File: src/rtl/soc_rst_pkg.sv
// Shared types and PIO bit positions for the ao486 reset sequencer.
// Latency: none (declarations only).
// Backpressure: none (declarations only).
package soc_rst_pkg;

  // Sequencer states; the encoding is visible to firmware on pio_input[5:4]
  typedef enum logic [1:0] {
    HOLD  = 2'd0,
    RUN   = 2'd1,
    PULSE = 2'd2
  } state_t;

  // pio_output bit positions (firmware -> sequencer)
  localparam int RUN_REQ   = 0;
  localparam int SOFT_RST  = 1;
  localparam int HEARTBEAT = 7;

  // pio_input bit positions (sequencer -> firmware)
  localparam int WDT_FLAG  = 6;
  localparam int RUNNING   = 7;

endpackage

File: src/rtl/soc_key_debounce.sv
// Synchronises one active-low board key and accepts a new level once it has been stable.
// Latency: a level change is reported 2 + DEB_CYCLES clk cycles after it appears on key_n.
// Backpressure: none; pressed is a continuous level output.
module soc_key_debounce #(
  parameter int DEB_CYCLES = 250000
) (
  input  logic clk,
  input  logic rst_n,
  input  logic key_n,
  output logic pressed
);

  localparam int CW = (DEB_CYCLES > 1) ? $clog2(DEB_CYCLES) : 1;
  localparam logic [CW-1:0] CNT_LAST = CW'(DEB_CYCLES - 1);

  logic          sync1;
  logic          sync2;
  logic          level;
  logic [CW-1:0] cnt;

  // Two-flop synchroniser; resets to the released (high) level so no change is seen at start-up
  always_ff @(posedge clk or negedge rst_n) begin
    if (!rst_n) begin
      sync1 <= 1'b1;
      sync2 <= 1'b1;
    end else begin
      sync1 <= key_n;
      sync2 <= sync1;
    end
  end

  // Stability counter: restarts whenever the synchronised level matches the accepted one again
  always_ff @(posedge clk or negedge rst_n) begin
    if (!rst_n) begin
      cnt   <= '0;
      level <= 1'b1;
    end else if (sync2 == level) begin
      cnt <= '0;
    end else if (cnt == CNT_LAST) begin
      level <= sync2;
      cnt   <= '0;
    end else begin
      cnt <= cnt + 1'b1;
    end
  end

  assign pressed = ~level;

endmodule

File: src/rtl/soc_reset_sequencer.sv
// Holds/pulses the ao486 CPU reset under Nios firmware control and reports debounced keys.
// Latency: ao486_reset asserts 1 cycle after a synchronised trigger edge; pulses last >= RST_CYCLES.
// Backpressure: none; trigger requests arriving during a pulse are dropped. Watchdog: SOC_RST_WDT_EN.
module soc_reset_sequencer
  import soc_rst_pkg::*;
#(
  parameter int DEB_CYCLES = 250000,
  parameter int RST_CYCLES = 1024,
  parameter int WDT_CYCLES = 2**26
) (
  input  logic       clk,
  input  logic       rst_n,
  input  logic [3:0] key_n,
  input  logic [7:0] pio_output,
  output logic [7:0] pio_input,
  output logic       ao486_reset
);

  localparam int PW = (RST_CYCLES > 1) ? $clog2(RST_CYCLES) : 1;
  localparam logic [PW-1:0] PULSE_LAST = PW'(RST_CYCLES - 1);

  logic [3:0]    key_pressed;
  logic          key0_prev;
  logic          key0_rise;
  logic [7:0]    po_sync1;
  logic [7:0]    po_sync2;
  logic          soft_prev;
  logic          soft_rise;
  logic          run_req;
  logic          trigger;
  logic          wdt_fire;
  logic          wdt_flag;
  logic          running;
  logic          unused_pio;
  logic [PW-1:0] pulse_cnt;
  state_t        state;

  for (genvar k = 0; k < 4; k++) begin : g_key
    soc_key_debounce #(
      .DEB_CYCLES(DEB_CYCLES)
    ) u_deb (
      .clk     (clk),
      .rst_n   (rst_n),
      .key_n   (key_n[k]),
      .pressed (key_pressed[k])
    );
  end

  // Firmware controls cross from the Nios PIO domain through a two-flop synchroniser
  always_ff @(posedge clk or negedge rst_n) begin
    if (!rst_n) begin
      po_sync1 <= '0;
      po_sync2 <= '0;
    end else begin
      po_sync1 <= pio_output;
      po_sync2 <= po_sync1;
    end
  end

  // Previous values for edge detection on soft reset and on the key0 press
  always_ff @(posedge clk or negedge rst_n) begin
    if (!rst_n) begin
      soft_prev <= 1'b0;
      key0_prev <= 1'b0;
    end else begin
      soft_prev <= po_sync2[SOFT_RST];
      key0_prev <= key_pressed[0];
    end
  end

  assign run_req   = po_sync2[RUN_REQ];
  assign soft_rise = po_sync2[SOFT_RST] & ~soft_prev;
  assign key0_rise = key_pressed[0] & ~key0_prev;
  // Coincident sources collapse into a single pulse request
  assign trigger   = soft_rise | key0_rise | wdt_fire;

`ifdef SOC_RST_WDT_EN
  localparam int WW = (WDT_CYCLES > 1) ? $clog2(WDT_CYCLES) : 1;
  localparam logic [WW-1:0] WDT_LAST = WW'(WDT_CYCLES - 1);

  logic [WW-1:0] wdt_cnt;
  logic          hb_prev;
  logic          hb_toggle;

  assign hb_toggle  = po_sync2[HEARTBEAT] ^ hb_prev;
  assign wdt_fire   = (state == RUN) && (wdt_cnt == WDT_LAST);
  assign unused_pio = ^po_sync2[6:2];

  // Heartbeat timeout: counts only in RUN, restarted by either heartbeat edge
  always_ff @(posedge clk or negedge rst_n) begin
    if (!rst_n) begin
      wdt_cnt <= '0;
      hb_prev <= 1'b0;
    end else begin
      hb_prev <= po_sync2[HEARTBEAT];
      if (state != RUN || hb_toggle) begin
        wdt_cnt <= '0;
      end else if (!wdt_fire) begin
        wdt_cnt <= wdt_cnt + 1'b1;
      end
    end
  end

  // Sticky firmware flag; only a run_req drop (or rst_n) acknowledges it
  always_ff @(posedge clk or negedge rst_n) begin
    if (!rst_n) begin
      wdt_flag <= 1'b0;
    end else if (!run_req) begin
      wdt_flag <= 1'b0;
    end else if (wdt_fire) begin
      wdt_flag <= 1'b1;
    end
  end
`else
  assign wdt_fire   = 1'b0;
  assign wdt_flag   = 1'b0;
  assign unused_pio = ^po_sync2[7:2];
`endif

  // Sequencer FSM with the pulse-width counter and registered reset/running outputs
  always_ff @(posedge clk or negedge rst_n) begin
    if (!rst_n) begin
      state       <= HOLD;
      pulse_cnt   <= '0;
      ao486_reset <= 1'b1;
      running     <= 1'b0;
    end else begin
      case (state)
        HOLD: begin
          ao486_reset <= 1'b1;
          running     <= 1'b0;
          if (pulse_cnt == PULSE_LAST) begin
            if (run_req) begin
              state       <= RUN;
              ao486_reset <= 1'b0;
              running     <= 1'b1;
            end
          end else begin
            pulse_cnt <= pulse_cnt + 1'b1;
          end
        end
        RUN: begin
          if (!run_req) begin
            state       <= HOLD;
            pulse_cnt   <= '0;
            ao486_reset <= 1'b1;
            running     <= 1'b0;
          end else if (trigger) begin
            state       <= PULSE;
            pulse_cnt   <= '0;
            ao486_reset <= 1'b1;
            running     <= 1'b0;
          end else begin
            ao486_reset <= 1'b0;
            running     <= 1'b1;
          end
        end
        PULSE: begin
          // New requests are ignored here; the width counter is never restarted
          if (pulse_cnt == PULSE_LAST) begin
            if (run_req) begin
              state       <= RUN;
              ao486_reset <= 1'b0;
              running     <= 1'b1;
            end else begin
              state       <= HOLD;
              pulse_cnt   <= '0;
              ao486_reset <= 1'b1;
              running     <= 1'b0;
            end
          end else begin
            pulse_cnt   <= pulse_cnt + 1'b1;
            ao486_reset <= 1'b1;
          end
        end
        default: begin
          state       <= HOLD;
          pulse_cnt   <= '0;
          ao486_reset <= 1'b1;
          running     <= 1'b0;
        end
      endcase
    end
  end

  // Firmware status word assembled from registered state only
  always_comb begin
    pio_input           = 8'h00;
    pio_input[3:0]      = key_pressed;
    pio_input[5:4]      = state;
    pio_input[WDT_FLAG] = wdt_flag;
    pio_input[RUNNING]  = running;
  end

endmodule

File: config.mk
export PLATFORM = sky130hd
export DESIGN_NAME = soc_reset_sequencer
export DESIGN_NICKNAME = d
export VERILOG_FILES = /design/src/rtl/soc_rst_pkg.sv /design/src/rtl/soc_key_debounce.sv /design/src/rtl/soc_reset_sequencer.sv
export SDC_FILE = /design/constraint.sdc
export NUM_CORES = 1
export LEC_CHECK = 0
export ABC_AREA = 0
export BUFFER_PORTS_ARGS = -buffer_cell sky130_fd_sc_hd__buf_2
export CAP_MARGIN = 20
export CORE_ASPECT_RATIO = 0.75
export CORE_UTILIZATION = 35
export DETAILED_ROUTE_END_ITERATION = 6
export HOLD_SLACK_MARGIN = 0.06
export PLACE_DENSITY_LB_ADDON = 0.3
export REMOVE_ABC_BUFFERS = 1
export SYNTH_ARGS = -nofsm -noshare
export SYNTH_HDL_FRONTEND = slang
export SYNTH_SLANG_ARGS = --single-unit
export TNS_END_PERCENT = 20
File: constraint.sdc
create_clock -name clk -period 4.7 [get_ports clk]
set_clock_uncertainty 0.05 [all_clocks]
set_input_delay 0.47 -clock clk [delete_from_list [all_inputs] [get_ports clk]]
set_output_delay 0.47 -clock clk [all_outputs]
set_load 0.005 [all_outputs]
=== Word level (Yosys, flattened, before mapping) ===
Cells that the tools add are included.

* Flip-flop bits (word level): 104
* Input port bits: 14
* Output and inout port bits: 9
* Word-level logic and storage cells: 99

* $add $sub $neg: 5
* Eq/ne operators: 17
* Multiplexer cells: 32
* Bitwise logic cells: 13
* Reductions and logical operators: 8

{| class="wikitable"
|+ Operators with widths
! cell !! number
|-
| $mux W18 || 8
|-
| $add A18 B1 Y18 const B || 4
|-
| $eq A18 B18 Y1 const B || 4
|-
| $mux W10 || 5
|-
| $pmux W10 S3 || 1
|-
| $add A10 B1 Y10 const B || 1
|-
| $eq A10 B10 Y1 const B || 1
|-
| $mux W1 || 10
|-
| $mux W2 || 5
|-
| $not A1 Y1 || 10
|-
| $ne A2 B2 Y1 const B || 4
|-
| $reduce_and A2 Y1 || 4
|-
| $ne A3 B3 Y1 const B || 2
|-
| $pmux W2 S3 || 1
|-
| $eq A1 B1 Y1 || 4
|-
| $reduce_and A4 Y1 || 1
|-
| $pmux W1 S3 || 1
|-
| $reduce_and A3 Y1 || 1
|-
| $and A1 B1 Y1 || 2
|-
| $eq A2 B1 Y1 const B || 1
|-
| $eq A2 B2 Y1 const B || 1
|-
| $logic_not A2 Y1 || 1
|-
| $pmux W1 S2 || 1
|-
| $reduce_or A2 Y1 || 1
|-
| $or A1 B1 Y1 || 1
|}

=== Longest topological paths before layout ===
Gate-level depths: netlist of run 1.

* Depth in word-level cells: 6
* Gate-level depth with buffers: 6
* Mapped depth without buffers: 5

=== Cells and area by module ===
A second synthesis of run 1 with hierarchy kept.

* Cell total of the unflattened synthesis: 485
* Area total of the unflattened synthesis: 5097.4 um^2

{| class="wikitable"
|+ By module, submodules not included
! module !! instances !! cells each !! area each (um^2) !! sequential area each (um^2)
|-
| soc_key_debounce || 4 || 99 || 1037.2 || 529.3
|-
| soc_reset_sequencer || 1 || 89 || 948.4 || 501.7
|}

=== Worst setup path after synthesis of run 1 ===
No wires, ideal clock.

* Path kind: reg2reg
* From: register g_key[2].u_deb.cnt[0]
* To: register g_key[2].u_deb.cnt[10]
* Library setup time: 122 ps
* Arrival: 1698 ps
* Required time: 4528 ps
* Setup slack: 2830 ps
* Cell stages (with the launch flop): 6
* Path buffers: 1
* Period minus slack after synthesis: 1870 ps
* Path through: dfrtp_1 -> ha_1 -> nand3_1 -> o41ai_2 -> buf_2 -> nor2_1

* Word-level cells in the longest chain between the ends: 3
* Elaborated cells on any way between the ends: 4
* Classes of those cells: 1 x add/sub; 1 x eq/ne; 2 x mux

{| class="wikitable"
|+ RTL lines
! element !! RTL line !! source
|-
| from (decl) || soc_key_debounce.sv:19 || <nowiki>logic [CW-1:0] cnt;</nowiki>
|-
| from (signal assigned) || soc_key_debounce.sv:43 || <nowiki>cnt <= cnt + 1'b1;</nowiki>
|-
| $add A18 B1 Y18 or $eq A18 B18 Y1 (tied branches) || soc_key_debounce.sv:43, soc_key_debounce.sv:39 ||
|-
| $mux W18 * || soc_key_debounce.sv:39 || <nowiki>end else if (cnt == CNT_LAST) begin</nowiki>
|-
| $mux W18 * || soc_key_debounce.sv:37 || <nowiki>end else if (sync2 == level) begin</nowiki>
|}

Every way passes the cells marked *; elsewhere a longest branch is shown, timed or not.
A chain may end at the register's enable or synchronous reset.

=== Worst setup path after layout of run 1 ===
* From: register g_key[2].u_deb.cnt[0]
* To: register g_key[2].u_deb.cnt[2]

Same word-level chain as after synthesis.

==> results of run 1 <==
power by group through the flow:
stage	sequential, uW	clock [uW]	combinational [uW]
after floorplan	937	0	24.8
after global placement	939	0	55.0
after detailed placement	940	0	56.2
after CTS	923	887	56.6
after global routing	925	920	63.8
final	923	863	53.6
per-stage QoR:
step                      std cells   util
after floorplan                 478      -
after global placement          674  0.380
after detailed placement        674  0.380
after CTS                       690  0.405
after global routing            691  0.406
final                           691  0.406
per-layer routing:
layer  global-route usage  vias to the layer above  wire length, microns
met5                    0                        -                     0
met4               0.0471                        0                   121
met3               0.0341                       10                   260
met2                0.218                       43                  4140
met1                0.191                     1782                  4750
li1                     -                     1806                     -
cell type report:
cell class	instances	area share
multi-input combinational	357	0.399
tap	175	0.0390
inverter	17	0.0114
clock buffer	10	0.0408
sequential	104	0.466
timing repair buffer	22	0.0227
clock inverter	6	0.0205
layout by cell type, fill, tap and decap left out, types with 2 or more instances in the layout:
master and n:
dfrtp_1 91, nor2_1 65, nand3_1 33, nand2_1 31, xnor2_1 27, a21oi_1 26, xor2_1 23, o31ai_1 19
or4_1 18, nand4_1 18, nor4_1 18, inv_1 17, buf_2 15, dfstp_2 13, or3_1 11, and3_1 10
clkbuf_16 9, o21ai_0 8, and4_1 7, buf_4 7, mux2_2 6, nor3_1 5, ha_1 5, o41ai_2 4
nor4b_1 3, nand3b_1 3, nor2b_1 3, bufinv_16 3, or2_2 2, o41ai_1 2
registers in the layout, summed over array words and instances (netlist names):
signal             count
pulse_cnt             10
state                  2
g_key.u_deb.sync2      4
po_sync2               2
ao486_reset            1
g_key.u_deb.cnt       72
running                1
g_key.u_deb.sync1      4
soft_prev              1
key0_prev              1
po_sync1               2
g_key.u_deb.level      4
synth_stat cells (all sizes together) (3+ instances only):
master,n
dfrtp,91
nor2,65
nand3,33
nand2,31
xnor2,27
a21oi,26
xor2,23
nand4,19
o31ai,19
nor4,18
or4,18
inv,17
dfstp,13
or3,11
and3,10
buf,10
clkbuf,8
o21ai,8
and4,7
mux2,6
o41ai,6
ha,5
nor3,5
nor4b,4
nand3b,3
nor2b,3
cell families after synthesis:
| kind of cell | count (synthesis) |
|---|---|
| xor+xnor | 50 |
| other cells | 1 |
| simple gates | 233 |
| buf+inv | 35 |
| mux | 6 |
| flops | 104 |
| compound gates | 62 |
| fa+ha+maj | 5 |
worst max path at each step:
| stage | slack, ns | endpoint | cells past startpoint |
|---|---|---|---|
| after global routing | 2.32 | g_key[2].u_deb.cnt[7] | 5 |
| after CTS | 2.39 | pulse_cnt[8] | 5 |
| after detailed placement | 2.43 | pulse_cnt[2] | 5 |
| after floorplan | 2.68 | g_key[2].u_deb.cnt[10] | 4 |
| final | 2.48 | g_key[2].u_deb.cnt[2] | 5 |
| after global placement | 2.54 | pulse_cnt[8] | 5 |
critical path, stage by stage, from the launching register on:
cell and delay [ns]:
dfrtp_1 0.42, ha_1 0.25, nand3_1 0.19, o41ai_2 0.84, buf_4 0.30, nor2_1 0.06
==> impl_metrics.env, run 1 <==
export IMPL_rsz0062_at_grt="false"
export IMPL_fmax_mhz=451
export IMPL_antenna_left=0
export IMPL_p_seq_frac=0.502
export IMPL_grt_pass1_wl_mm=16.8
export IMPL_swShare=0.210
export IMPL_dp_hpwl_mm=6.28
export IMPL_synthDominantCellAreaShare=0.454
export IMPL_seq_area_sq_um=2620
export IMPL_min_to="g_key[0].u_deb.sync1"
export IMPL_grt_max_degree=70
export IMPL_hold_viol=0
export IMPL_routed_via_density=5.27
export IMPL_synth_mux_area_frac=0.0135
export IMPL_cts_sinks=104
export IMPL_rr_worst_depth=5
export IMPL_combPwrFrac=0.029
export IMPL_dpl_worst_slack_ns=2.43
export IMPL_fin_nets=530
export IMPL_crit_reg2reg_launch="g_key[2].u_deb.cnt[0]"
export IMPL_clockRootBuffer="clkbuf_16"
export IMPL_async_flop_share=1.00
export IMPL_globalplace_congestion=0.798
export IMPL_min_period_ns=2.22
export IMPL_syn_avg_cell_area_sq_um=10.1
export IMPL_synth_compound_area_frac=0.0830
export IMPL_outcome="completed"
export IMPL_leakage_uw=0.00222
export IMPL_drive_gt1_frac=0.128
export IMPL_max_slew_worst_pin_slew_ns=0.874
export IMPL_power_density_nw_per_um2=328
export IMPL_hold_depth=1
export IMPL_clkTransAtPathRegs_ns=0.07
export IMPL_p_int_uw=1450
export IMPL_drt_initial_drc_count=279
export IMPL_cp_arrival_ns=2.41
export IMPL_worst_setup_path_type="reg2reg"
export IMPL_synth_edff_count=0
export IMPL_whs_ns=0.164
export IMPL_setup_viol=0
export IMPL_die_x_microns=140
export IMPL_nFillCells=1305
export IMPL_drc=0
export IMPL_synth_ff_type="dfrtp_1"
export IMPL_fin_area_sq_um=5620
export IMPL_portBuffers=15
export IMPL_seq_area_frac_synth=0.522
export IMPL_routed_wl_mm=9.27
export IMPL_end_kind="flip-flop"
export IMPL_first_pass_iters=4
export IMPL_synth_area_leaders="dfrtp_1 45%, dfstp_2 6.8%, nor2_1 4.9%"
export IMPL_htree_levels=3
export IMPL_r2r_end="g_key[2].u_deb.cnt[2]"
export IMPL_multi_input_area_sq_um=2240
export IMPL_synth_simple_gate_area_frac=0.250
export IMPL_vias=3641
export IMPL_ir_drop_v=0.000183
export IMPL_postPlaceCellArea_sq_um=5270
export IMPL_cts_resized=0
export IMPL_crit_path_max_fanout=10
export IMPL_track_usage=0.140
export IMPL_synth_xor_area_frac=0.0872
export IMPL_diodes=0
export IMPL_die_area_sq_um=14800
export IMPL_post_cts_buffers=0
export IMPL_core_area_sq_um=13800
export IMPL_area_growth_pct=11.8
export IMPL_cap_violations=0
export IMPL_clockBufferDepth=2
export IMPL_worstHoldStart="key_n[0]"
export IMPL_finalWorstSetupSlack_ns=2.48
export IMPL_grt_pass1_vias=3588
export IMPL_num_rows=37
export IMPL_crit_start="g_key[2].u_deb.cnt[0]"
export IMPL_die_h_microns=106
export IMPL_cp_required_ns=4.89
export IMPL_p_total_uw=1840
export IMPL_clk_latency_ns=0.35
export IMPL_post_drt_wl_per_cell_microns=13.4
export IMPL_synth_seq_cells=104
export IMPL_hold_path_class="in2reg"
export IMPL_start_util=0.363
export IMPL_setup_tns_ns=0
export IMPL_synth_cell_area_sq_um=5020
export IMPL_grt_overflow_total=0
export IMPL_synth_adder_area_share=0.0125
export IMPL_fin_crit_sh=0.472
export IMPL_report_final_slew_viol_count=0
export IMPL_start_kind="flip-flop"
export IMPL_postCtsHoldBufs=0
export IMPL_ys_warn_count=0
export IMPL_synth_top_area_cell="dfrtp_1"
export IMPL_timing_slew_headroom=0.417
export IMPL_io_pin_count=23
export IMPL_cts_tree="built"
export IMPL_synth_distinct_cells=40
export IMPL_cts_buffers=9
export IMPL_clkPwrFrac=0.469
export IMPL_grt_antenna_before_repair=0
export IMPL_synth_top_family_by_area="simple AND/OR/NAND/NOR gates"
export IMPL_synthCells=496
export IMPL_switching_power_uw=387
export IMPL_rrSetupSlack_ns=2.48
No activity file was read; power rests on OpenSTA's default activity.
==> run 2: changes to the inputs <==
==> constraint.sdc (replaced) <==
create_clock -name clk -period 1.8 [get_ports clk]
set_clock_uncertainty 0.05 [all_clocks]
set_input_delay 0.18 -clock clk [delete_from_list [all_inputs] [get_ports clk]]
set_output_delay 0.18 -clock clk [all_outputs]
set_load 0.005 [all_outputs]
==> run 2 against run 1 <==
Register-to-register slack worse by 2.4 ns. First-iteration DRC count fell by 42%. Routed wire length increased by 7.2%. Non-clock buffer count grew 57. Clock power increased by 120%. Setup slack worse by 2.4 ns. Count of clock-buffer cells in the layout rose by 2. Critical path depth increased by 1. Die area is the same. Critical endpoint is now pulse_cnt[3].
==> impl_metrics.env, run 2 (synthesized netlist as in run 1, its figures left out) <==
export IMPL_outcome="completed"
export IMPL_cts_tree="built"
export IMPL_clkTransAtPathRegs_ns=0.06
export IMPL_report_final_slew_viol_count=0
export IMPL_grt_overflow_total=0
export IMPL_grt_pass1_vias=3524
export IMPL_ir_drop_v=0.000571
export IMPL_whs_ns=0.281
export IMPL_rr_worst_depth=6
export IMPL_die_area_sq_um=14800
export IMPL_routed_wl_mm=9.94
export IMPL_start_kind="flip-flop"
export IMPL_drive_gt1_frac=0.241
export IMPL_finalCoreUtilization=0.443
export IMPL_diodes=0
export IMPL_postPlaceCellArea_sq_um=5640
export IMPL_fin_nets=587
export IMPL_setup_viol=0
export IMPL_vias=3843
export IMPL_antenna_left=0
export IMPL_post_drt_wl_per_cell_microns=13.3
export IMPL_globalplace_congestion=0.814
export IMPL_final_common_cell="dfrtp_1"
export IMPL_fmax_mhz=567
export IMPL_drt_initial_drc_count=161
export IMPL_mostFrequentLayoutCells="84 x dfrtp_1, 64 x nor2_1, 55 x buf_4"
export IMPL_grt_pass1_wl_mm=16.9
export IMPL_area_growth_pct=22.2
export IMPL_largest_register_ffs=72
export IMPL_min_period_ns=1.76
export IMPL_rsz0062_at_grt="true"
export IMPL_cp_required_ns=2.00
export IMPL_hold_viol=0
export IMPL_crit_start="pulse_cnt[0]"
export IMPL_first_pass_iters=4
export IMPL_die_h_microns=106
export IMPL_drc=0
export IMPL_clk_latency_ns=0.34
export IMPL_num_rows=37
export IMPL_htree_levels=3
export IMPL_top_regs="g_key.u_deb.cnt: 72 flops, pulse_cnt: 10 flops"
export IMPL_regMostFlops="g_key.u_deb.cnt"
export IMPL_track_usage=0.142
export IMPL_cts_sinks=104
export IMPL_end_kind="flip-flop"
export IMPL_power_density_nw_per_um2=732
export IMPL_routed_via_density=5.14
export IMPL_setup_tns_ns=0
export IMPL_cp_arrival_ns=1.97
export IMPL_endpoint="pulse_cnt[3]"
export IMPL_portBuffers=15
export IMPL_hold_path_class="in2async"
export IMPL_fin_crit_sh=0.980
export IMPL_crit_path_max_fanout=15
export IMPL_start_util=0.363
export IMPL_die_x_microns=140
export IMPL_leakage_uw=0.00249
export IMPL_cap_violations=0
export IMPL_grt_max_degree=32
export IMPL_crit_reg2reg_launch="pulse_cnt[0]"
export IMPL_io_pin_count=23
export IMPL_dp_hpwl_mm=7.02
export IMPL_worst_setup_path_type="reg2reg"
export IMPL_clockBufferDepth=2
export IMPL_grt_antenna_before_repair=0
export IMPL_r2r_end="pulse_cnt[3]"
export IMPL_core_area_sq_um=13800
export IMPL_cts_buffers=9
export IMPL_rrSetupSlack_ns=0.04
export IMPL_fin_area_sq_um=6140
export IMPL_clockRootBuffer="clkbuf_16"
## run 2: through the flow
| stage | setup WS, ns | power (uW) | std cells |
|---|---|---|---|
| finish | 0.0360 | 4490 | 748 |
| global route | -0.0344 | 4680 | 748 |
| CTS | 0.000341 | 4560 | 744 |
| detailed placement | -0.286 | 2620 | 721 |
| global placement | -0.169 | 2620 | 721 |
| floorplan | -0.220 | 2510 | 478 |
## run 2: how the worst min path moves through the flow
stage	slack, ns	cells after the start	end
finish	0.28	2	pulse_cnt[1]
floorplan	-0.17	0	g_key[0].u_deb.cnt[0]
global placement	0.10	1	pulse_cnt[1]
CTS	0.28	2	g_key[1].u_deb.cnt[5]
global route	0.31	2	g_key[1].u_deb.cnt[5]
detailed placement	0.1	1	pulse_cnt[1]
## run 2: routing by layer
metal	vias to the layer above	routed length [microns]	global-route usage
met4	0	57	0.0400
li1	1918	-	-
met2	40	4380	0.206
met3	6	232	0.0300
met5	-	0	0
met1	1879	5270	0.211
## run 2: layout make-up
class	instances	area [sq um]
clock inverters	4	33.8
inverters	17	63.8
fillers	1274	7700
multi-input cells	357	2320
well taps	175	219
repair buffers	79	613
clock buffers	12	256
flip-flops and latches	104	2630
## run 2: what timing repair did
item | 4_1_cts | 5_1_grt
resized for setup | 2 | 24
hold buffers | 7 | 0
buffers inserted | 0 | 4
endpoints found under the hold margin | 30 | 0
endpoints found under the setup margin | 8 | 49
pin swaps | 0 | 9
## run 2: power breakdown
part | internal, uW | switching [uW] | total (uW) | leakage (uW)
Combinational | 77.0 | 110 | 187 | 0.000995
Sequential | 2380 | 28.1 | 2410 | 0.00135
Clock | 1030 | 870 | 1900 | 0.000140
Total | 3480 | 1010 | 4490 | 0.00249
## run 2: critical path, cell delays in order, from the launching register on
cell	delay, ns
dfrtp_1	0.38
ha_2	0.19
and4_4	0.15
nor4b_4	0.13
buf_12	0.16
or4_1	0.46
a21oi_1	0.16
